`config.mk`:
```
export PLATFORM = sky130hd
export DESIGN_NAME = seven_segment_scanner
export DESIGN_NICKNAME = d
export VERILOG_FILES = /design/src/rtl/seven_segment_scanner.sv
export SDC_FILE = /design/constraint.sdc
export NUM_CORES = 1
export LEC_CHECK = 0
export BUFFER_PORTS_ARGS = -buffer_cell sky130_fd_sc_hd__buf_2
export CAP_MARGIN = 10
export CORE_ASPECT_RATIO = 0.5
export CORE_UTILIZATION = 45
export CTS_CLUSTER_SIZE = 24
export DETAILED_ROUTE_END_ITERATION = 10
export GPL_ROUTABILITY_DRIVEN = 0
export PLACE_DENSITY = 0.68
export SLEW_MARGIN = 5
export SYNTH_ARGS = -nofsm -noshare
export SYNTH_HDL_FRONTEND = slang
export SYNTH_SLANG_ARGS = --single-unit
```
`constraint.sdc`:
```
create_clock -name clk -period 2.8 [get_ports clk]
set_clock_uncertainty 0.2 [all_clocks]
set_input_delay 0.56 -clock clk [delete_from_list [all_inputs] [get_ports clk]]
set_output_delay 0.56 -clock clk [all_outputs]
set_load 0.03 [all_outputs]
```
`src/rtl/seven_segment_scanner.sv`:
```
// seven_segment_scanner
// Time-multiplexed scanner for a common-anode multi-digit seven-segment display.
// Each digit gets a slot of REFRESH_DIV clocks. The first BLANK_CYCLES clocks
// of every slot keep all anodes dark so segment lines settle without ghosting.
// During the rest of the slot the anode is PWM-gated by a live brightness value.
// digits/dps/digit_en are snapshotted once per frame, on the first cycle of the
// leftmost slot, together with the leading-zero suppression mask derived from
// them. Nothing the datapath does mid-frame is visible until the next frame.
// Parameter constraints:
//   NUM_DIGITS >= 2
//   0 < BLANK_CYCLES < REFRESH_DIV
//   REFRESH_DIV >= 2**BRIGHT_WIDTH
module seven_segment_scanner #(
    parameter int NUM_DIGITS   = 4,
    parameter int REFRESH_DIV  = 131072,
    parameter int BLANK_CYCLES = 1024,
    parameter int BRIGHT_WIDTH = 4
) (
    input  logic                      clk,
    input  logic                      rst_n,
    input  logic [4*NUM_DIGITS-1:0]   digits,
    input  logic [NUM_DIGITS-1:0]     dps,
    input  logic [NUM_DIGITS-1:0]     digit_en,
    input  logic                      lz_suppress,
    input  logic [BRIGHT_WIDTH-1:0]   brightness,
    output logic [3:0]                data_out,
    output logic                      dp_out,
    output logic [NUM_DIGITS-1:0]     anode,
    output logic                      frame_start
);

    localparam int CNT_W = (REFRESH_DIV > 1) ? $clog2(REFRESH_DIV) : 1;
    localparam int IDX_W = $clog2(NUM_DIGITS);

    localparam logic [CNT_W-1:0] SLOT_LAST = CNT_W'(REFRESH_DIV - 1);
    localparam logic [CNT_W-1:0] BLANK_END = CNT_W'(BLANK_CYCLES);
    localparam logic [IDX_W-1:0] IDX_LEFT  = IDX_W'(NUM_DIGITS - 1);

    // Scan position
    logic [CNT_W-1:0]        slot_cnt_q, slot_cnt_d;
    logic [IDX_W-1:0]        idx_q, idx_d;

    // Frame snapshot; the suppression mask stands in for the latched lz flag
    logic [4*NUM_DIGITS-1:0] snap_digits_q, snap_digits_d;
    logic [NUM_DIGITS-1:0]   snap_dps_q, snap_dps_d;
    logic [NUM_DIGITS-1:0]   snap_en_q, snap_en_d;
    logic [NUM_DIGITS-1:0]   snap_sup_q, snap_sup_d;

    // Registered outputs
    logic [NUM_DIGITS-1:0]   anode_q, anode_d;
    logic [3:0]              data_out_q, data_out_d;
    logic                    dp_out_q, dp_out_d;
    logic                    frame_start_q, frame_start_d;

    // Intermediate decode
    logic                    slot_last;
    logic                    capture;
    logic [NUM_DIGITS-1:0]   sup_in;
    logic                    blank_above;
    logic [3:0]              cur_nib;
    logic                    cur_dp;
    logic                    cur_en;
    logic                    cur_sup;
    logic                    bright_ok;
    logic                    lit;

    assign slot_last = (slot_cnt_q == SLOT_LAST);
    assign capture   = (slot_cnt_q == '0) && (idx_q == IDX_LEFT);

    // Slot counter and digit index: scan from leftmost (highest) to rightmost
    always_comb begin
        slot_cnt_d = slot_last ? '0 : slot_cnt_q + CNT_W'(1);
        idx_d      = idx_q;
        if (slot_last) begin
            idx_d = (idx_q == '0) ? IDX_LEFT : idx_q - IDX_W'(1);
        end
    end

    // Leading-zero mask from the live inputs. A digit blanks only while every
    // digit to its left is itself blanked or disabled; digit 0 always shows.
    always_comb begin
        sup_in      = '0;
        blank_above = 1'b1;
        for (int i = NUM_DIGITS - 1; i >= 1; i--) begin
            sup_in[i]   = lz_suppress && (digits[4*i +: 4] == 4'h0)
                          && !dps[i] && blank_above;
            blank_above = blank_above && (sup_in[i] || !digit_en[i]);
        end
    end

    // Snapshot next-state; on the capture cycle the fresh values also feed
    // the output decode so the first slot of a frame already shows new data
    always_comb begin
        snap_digits_d = snap_digits_q;
        snap_dps_d    = snap_dps_q;
        snap_en_d     = snap_en_q;
        snap_sup_d    = snap_sup_q;
        if (capture) begin
            snap_digits_d = digits;
            snap_dps_d    = dps;
            snap_en_d     = digit_en;
            snap_sup_d    = sup_in;
        end
    end

    // Select the active digit's snapshot fields
    always_comb begin
        cur_nib = 4'h0;
        cur_dp  = 1'b0;
        cur_en  = 1'b0;
        cur_sup = 1'b0;
        for (int i = 0; i < NUM_DIGITS; i++) begin
            if (idx_q == IDX_W'(i)) begin
                cur_nib = snap_digits_d[4*i +: 4];
                cur_dp  = snap_dps_d[i];
                cur_en  = snap_en_d[i];
                cur_sup = snap_sup_d[i];
            end
        end
    end

    // Lit decision: past the blanking window, digit shown, PWM phase on
    always_comb begin
        bright_ok = (&brightness) || (slot_cnt_q[BRIGHT_WIDTH-1:0] < brightness);
        lit       = (slot_cnt_q >= BLANK_END) && cur_en && !cur_sup && bright_ok;
    end

    // Output next-state: at most one anode low, and only while lit
    always_comb begin
        anode_d = '1;
        for (int i = 0; i < NUM_DIGITS; i++) begin
            if (idx_q == IDX_W'(i)) begin
                anode_d[i] = !lit;
            end
        end
        data_out_d    = cur_nib;
        dp_out_d      = !(cur_dp && lit);
        frame_start_d = capture;
    end

    // State and output registers; reset darkens the display on the next edge
    always_ff @(posedge clk) begin
        if (!rst_n) begin
            slot_cnt_q    <= '0;
            idx_q         <= IDX_LEFT;
            snap_digits_q <= '0;
            snap_dps_q    <= '0;
            snap_en_q     <= '0;
            snap_sup_q    <= '0;
            anode_q       <= '1;
            data_out_q    <= 4'h0;
            dp_out_q      <= 1'b1;
            frame_start_q <= 1'b0;
        end else begin
            slot_cnt_q    <= slot_cnt_d;
            idx_q         <= idx_d;
            snap_digits_q <= snap_digits_d;
            snap_dps_q    <= snap_dps_d;
            snap_en_q     <= snap_en_d;
            snap_sup_q    <= snap_sup_d;
            anode_q       <= anode_d;
            data_out_q    <= data_out_d;
            dp_out_q      <= dp_out_d;
            frame_start_q <= frame_start_d;
        end
    end

    assign anode       = anode_q;
    assign data_out    = data_out_q;
    assign dp_out      = dp_out_q;
    assign frame_start = frame_start_q;

endmodule
```
==> metrics.cfg, run 1 <==
[floorplan]
core_area_sq_um=5180
die_x_um=108.5
die_h_um=55.27
rows=18
boundaryPins=41
dieArea_sq_um=5999
start_util_pct=49.30

[power]
power_density_nw_per_um2=670.8
ir_drop_mv=0.3395
p_sw_uw=492.1
pwr-share-comb_pct=11.1
p_sw_share_pct=23.19
p_clk_share_pct=47.7
power_uw=2122
seq_power_share_pct=41.2
intPower_uw=1630
power.leakage_uw=0.001403

[synth]
synthesis.nets=318
synthCells=277
yosysWarnings=0
syn_area_sq_um=2554
synth_cell_types=43
ys_seq_elements=57
async_reset_ff_share_pct=0
netlist.top_cell.by_area=dfxtp_1
synth_seq_area_share_pct=44.68
ys_top_cells_by_area=dfxtp_1 45%, ha_1 4.9%, nand2_1 4.4%, mux2i_1 4.3%, xor2_1 3.8%
synth_top_area_share_pct=44.68
syn_area_per_cell_sq_um=9.219
dominantRegCellSynth=dfxtp_1
synth_edf_count=0

[layout]
diodes=0
n_fill_cell=446
register_area_sq_um=1141
finish.utilization_pct=61.06
multi_input_area_sq_um=1324
syn_to_final_growth_pct=23.86
final_cell_mix=57 x dfxtp_1, 40 x buf_2, 30 x nand2_1, 25 x nor2_1, 15 x nor2b_1
layout-drive-gt1-share_pct=22.36
fin_nets=368
final_common_cell=dfxtp_1

[timing]
fin_ws_ps=143.4
rsz0062_at_grt=no
hold_violations=0
setup_tns_ps=0
clock.fmax_ghz=0.3764
holdWs_ps=263.7
layout_min_cycle_time_ps=2657
post-route-period-util_pct=94.88
tightest_slew_ps=629.8
max-slew-margin-rel_pct=57.93
setup_viol=0
final-max-slew-violation-count=0

[global_route]
grt_overflow=0
grt_pass1_wl_um=8942
first_global_vias=2004
grt_max_degree=37
antenna_found_initial=0
grt_use_total_pct=19.69

[place]
port_buffers=40
dp_slack_ps=-46.80
hpwl_um=3883

[clocking]
cts_inserted_buffers=9
clkLatencyLatePin_ps=320
cts_root_buffer=clkbuf_16
clock_sinks=57
clockBufferDepth=2
path_clk_slew_ps=50
h-tree-depth=3
cts_tree=done
post_cts_buffers=0

[critical_path]
worstPathRequired_ps=2800
endpoint_kind=flop
crit_path_max_fanout=13
cp.arrival_ps=2650
path_class=flop to flop
worstReg2RegEnd=data_out[3]
ff2ff_setup_slack_ps=140
worstRegToRegCells=6
start_kind=flop
reg2reg_from=slot_cnt_q[8]

[routing]
drtPass1Iterations=4
drt-total-wl_um=5295
antenna_left=0
wl_per_cell_um=13.20
viasPerCell=5.202
drc_errors=0
vias=2086
drt_iter0_markers=77

[hold_path]
min_to=slot_cnt_q[0]
min_from=slot_cnt_q[0]
hold_class=flop to flop
hold_depth=1

[run]
maxCapViolCount=0

[outcome]
status=completed

## critical path: stages (launching register included)
cell and delay, ps:
dfxtp_1 300, or4_1 540, or3b_1 430, or2_4 330, mux2_2 320, a221oi_2 310
o22ai_1 110
## metal layers
layer / GRT usage (%) / wire length, um
met1: 23.71 / 2490
met2: 31.74 / 2470
met3: 5.785 / 250
met4: 10.42 / 84
met5: 0 / 0
## cells in the mapped netlist (2+ instances only)
library cell / number
mux2_2: 4
clkbuf_1: 10
dfxtp_1: 57
and3_1: 2
o21ai_0: 7
ha_1: 10
or4_1: 3
nand2_1: 30
o22ai_1: 4
nand3_1: 6
nand4_1: 9
nand3b_1: 2
xor2_1: 11
inv_1: 12
a21boi_0: 10
nand2b_1: 3
nor2b_1: 15
a21o_1: 4
a21oi_1: 2
and2_1: 9
xnor2_1: 3
mux2_4: 3
a221oi_1: 4
nor4_1: 2
mux2i_1: 11
nor2_1: 25
nor3_1: 2
and4_1: 2
## repair_timing
action | in CTS | in global routing
endpoints found under the setup margin | 4 | 1
gates resized for setup | 2 | 1
endpoints found under the hold margin | 0 | 0
hold buffers | 0 | 0
## flip-flops by register name, summed over array words and instances, names as in the netlist
register / cells
snap_sup_q: 4
snap_en_q: 4
data_out: 4
frame_start: 1
slot_cnt_q: 17
idx_q: 2
dp_out: 1
anode: 4
snap_dps_q: 4
snap_digits_q: 16
## worst max-delay path by stage
stage,start,endpoint
after CTS,slot_cnt_q[8],data_out[3]
after detailed placement,slot_cnt_q[8],data_out[3]
after floorplan,slot_cnt_q[8],data_out[2]
after global placement,slot_cnt_q[8],data_out[0]
after global routing,slot_cnt_q[8],data_out[0]
final,slot_cnt_q[8],data_out[3]
## stage by stage
step	std cells	instance area, sq um
global route	401	3163
global placement	386	2872
detailed placement	386	2872
floorplan	277	2554
finish	401	3163
CTS	401	3157
## layout make-up
cell class	instances	share of cell area [%]
timing repair buffer	51	8.940
sequential	57	36.08
inverter	12	1.424
clock inverter	2	0.3956
clock buffer	13	8.544
multi-input combinational	196	41.85
tap	70	2.769
## power groups by stage
stage	sequential [uW]	clock, uW	combinational, uW
after floorplan	900	0	150
after global placement	889	0	227
after detailed placement	890	0	233
after CTS	874	1030	236
after global routing	877	1070	261
final	874	1010	235
## cell families (layout without fill, tap and decap cells)
family / Yosys count / after routing / share of synthesized area (%)
AND/OR/NAND/NOR: 116 / 116 / 23.47
flip-flops: 57 / 57 / 44.68
multiplexers: 19 / 19 / 8.280
AO/OA/AOI/OAI: 37 / 37 / 10.04
adder cells (fa/ha/maj): 10 / 10 / 4.900
buffers and inverters: 24 / 78 / 3.822
XOR/XNOR: 14 / 14 / 4.802
Note: power is estimated with default switching activity, not from simulation.
==> run 2: changes to the inputs <==
--- a/config.mk
+++ b/config.mk
@@ -9,9 +9,8 @@
 export CAP_MARGIN = 10
 export CORE_ASPECT_RATIO = 0.5
-export CORE_UTILIZATION = 45
+export CORE_UTILIZATION = 50
 export CTS_CLUSTER_SIZE = 24
 export DETAILED_ROUTE_END_ITERATION = 10
-export GPL_ROUTABILITY_DRIVEN = 0
-export PLACE_DENSITY = 0.68
+export PLACE_DENSITY = 0.75
 export SLEW_MARGIN = 5
 export SYNTH_ARGS = -nofsm -noshare
==> constraint.sdc (replaced) <==
create_clock -name clk -period 2.8 [get_ports clk]
set_clock_uncertainty 0.2 [all_clocks]
set_input_delay 0.56 -clock clk [delete_from_list [all_inputs] [get_ports clk]]
set_output_delay 0.56 -clock clk [all_outputs]
set_load 0.02 [all_outputs]
==> metrics.cfg, run 2 (same netlist as run 1, synthesis figures left out) <==
[power]
p_sw_uw=440.1  ; -11%
pwr-share-comb_pct=12.2  ; +1.1 points
seq_power_share_pct=46.2  ; +5.0 points
p_sw_share_pct=23.31  ; +0.12 points
ir_drop_mv=0.3049  ; -10%
intPower_uw=1448  ; -11%
power.leakage_uw=0.001369  ; -2.4%
power_density_nw_per_um2=613.6  ; -8.5%
p_clk_share_pct=41.6  ; -6.1 points

[critical_path]
slowest_delay_ps=520  ; -20 ps
worstReg2RegEnd=data_out[1]
worst_path_max_delay_cell=or4_1
path_cells=or4_1, or3b_1, or2_4, mux2_4, a221oi_1, o22ai_1
worstPathRequired_ps=2810  ; about the same
worstRegToRegCells=6  ; unchanged
path_class=flop to flop
cp.arrival_ps=2730  ; +80 ps
endpoint_kind=flop
reg2reg_from=slot_cnt_q[9]
start_kind=flop
ff2ff_setup_slack_ps=90  ; -60 ps
crit_path_max_fanout=13  ; unchanged

[layout]
largest_register_ffs=17  ; unchanged
n_fill_cell=389  ; -13%
final_common_cell=dfxtp_1
diodes=0  ; unchanged
top_regs=slot_cnt_q x17, snap_digits_q x16
final_cell_mix=57 x dfxtp_1, 40 x buf_2, 30 x nand2_1, 25 x nor2_1, 15 x nor2b_1
fin_nets=368  ; unchanged
syn_to_final_growth_pct=20.48
layout-drive-gt1-share_pct=21.99  ; -0.37 points
top_register=slot_cnt_q
final_area_sq_um=3077  ; -2.7%

[place]
place_area_sq_um=2867  ; -0.17%
dp_slack_ps=-38.58  ; +8.221 ps
gp_congestion=0.8025
port_buffers=40  ; unchanged
hpwl_um=3957  ; +1.9%

[timing]
final-max-slew-violation-count=0  ; unchanged
clock.fmax_ghz=0.3686  ; -2.1%
rsz0062_at_grt=no
hold_violations=0  ; unchanged
fin_ws_ps=87.01  ; -56.38 ps
layout_min_cycle_time_ps=2713  ; +56.38 ps
tightest_slew_ps=537.5  ; -92.26 ps
setup_viol=0  ; unchanged
holdWs_ps=263.9  ; +0.2720 ps
post-route-period-util_pct=96.89  ; +2.0 points
max-slew-margin-rel_pct=64.09  ; +6.2 points

[clocking]
post_cts_buffers=0  ; unchanged
path_clk_slew_ps=60  ; about the same
clockBufferDepth=2  ; unchanged
cts_tree=done
clock_sinks=57  ; unchanged
ctsHoldBuffers=0  ; unchanged
cts_resized=2  ; unchanged
clkLatencyLatePin_ps=340  ; +20 ps
cts_inserted_buffers=9  ; unchanged
h-tree-depth=3  ; unchanged
cts_root_buffer=clkbuf_8

[global_route]
grt_use_total_pct=22.60  ; +2.9 points
antenna_found_initial=0  ; unchanged
grt_max_degree=37  ; unchanged
grt_pass1_wl_um=8832  ; -1.2%
first_global_vias=1946  ; -2.9%
grt_overflow=0  ; unchanged

[hold_path]
hold_depth=2  ; +1
hold_class=flop to flop
min_to=snap_en_q[0]
min_from=snap_en_q[0]

[routing]
vias=2054  ; -1.5%
drt-total-wl_um=5371  ; +1.4%
drtPass1Iterations=4  ; unchanged
drt_iter0_markers=51  ; -34%
antenna_left=0  ; unchanged
viasPerCell=5.161  ; -0.79%
drc_errors=0  ; unchanged
wl_per_cell_um=13.49  ; +2.2%

[floorplan]
dieArea_sq_um=5415  ; -9.7%
die_x_um=103.1  ; -5.0%
core_area_sq_um=4637  ; -10%
rows=17  ; -1
start_util_pct=55.07  ; +5.8 points
die_h_um=52.54  ; -4.9%
boundaryPins=41  ; unchanged

[run]
maxCapViolCount=0  ; unchanged

[outcome]
status=completed

==> run 2: changes by cell type in the layout (fill, tap and decap cells not counted), sizes merged <==
cell      before  now
clkbuf        13   14
bufinv         0    1
clkinvlp       1    0
==> run 2: critical path: cells and delay by family (launching register included) <==
kind	cells	cell delay [ps]
flops	1	320
simple gates	3	1300
compound gates	2	440
mux	1	320
==> run 2: worst max path at each step <==
stage | startpoint | to | slack [ps] | cells after the start
finish | slot_cnt_q[9] | data_out[1] | 90 | 6
global route | slot_cnt_q[9] | data_out[0] | 20 | 6
CTS | slot_cnt_q[9] | data_out[1] | 100 | 6
detailed placement | slot_cnt_q[8] | data_out[1] | -40 | 6
global placement | slot_cnt_q[8] | data_out[2] | 80 | 6
floorplan | slot_cnt_q[8] | data_out[2] | 120 | 8
==> run 2: area by class of cell <==
cell class / count / area (sq um) / area share, %
clock buffers: 14 / 172.7 / 5.612
clock inverters: 2 / 35.03 / 1.139
inverters: 12 / 45.04 / 1.464
multi-input cells: 196 / 1318 / 42.82
flip-flops and latches: 57 / 1141 / 37.09
well taps: 66 / 82.58 / 2.684
repair buffers: 51 / 282.8 / 9.191
==> run 2: power by group through the flow <==
stage	combinational [uW]	clock, uW	sequential (uW)
finish	230	785	873
global route	256	842	877
CTS	232	806	873
detailed placement	227	0	890
global placement	220	0	889
floorplan	150	0	894
==> run 2: through the flow <==
step / power [uW] / instances / utilization (%) / TNS (ps)
3_5_place_dp: 1117 / 382 / 61.82 / -42.31
6_report: 1888 / 398 / 66.35 / 0
2_1_floorplan: 1044 / 277 / - / 0
3_3_place_gp: 1109 / 382 / 61.82 / 0
4_1_cts: 1911 / 398 / 66.35 / 0
5_1_grt: 1975 / 398 / 66.35 / 0
==> run 2: per-layer routing <==
metal	wire length (um)	share of wire (%)	vias up	GRT usage [%]
met5	0	0	-	0
met4	70	1.3	0	7.746
met3	227	4.2	8	7.733
met2	2568	48	35	38.44
met1	2505	47	967	26.93
li1	-	-	1044	-
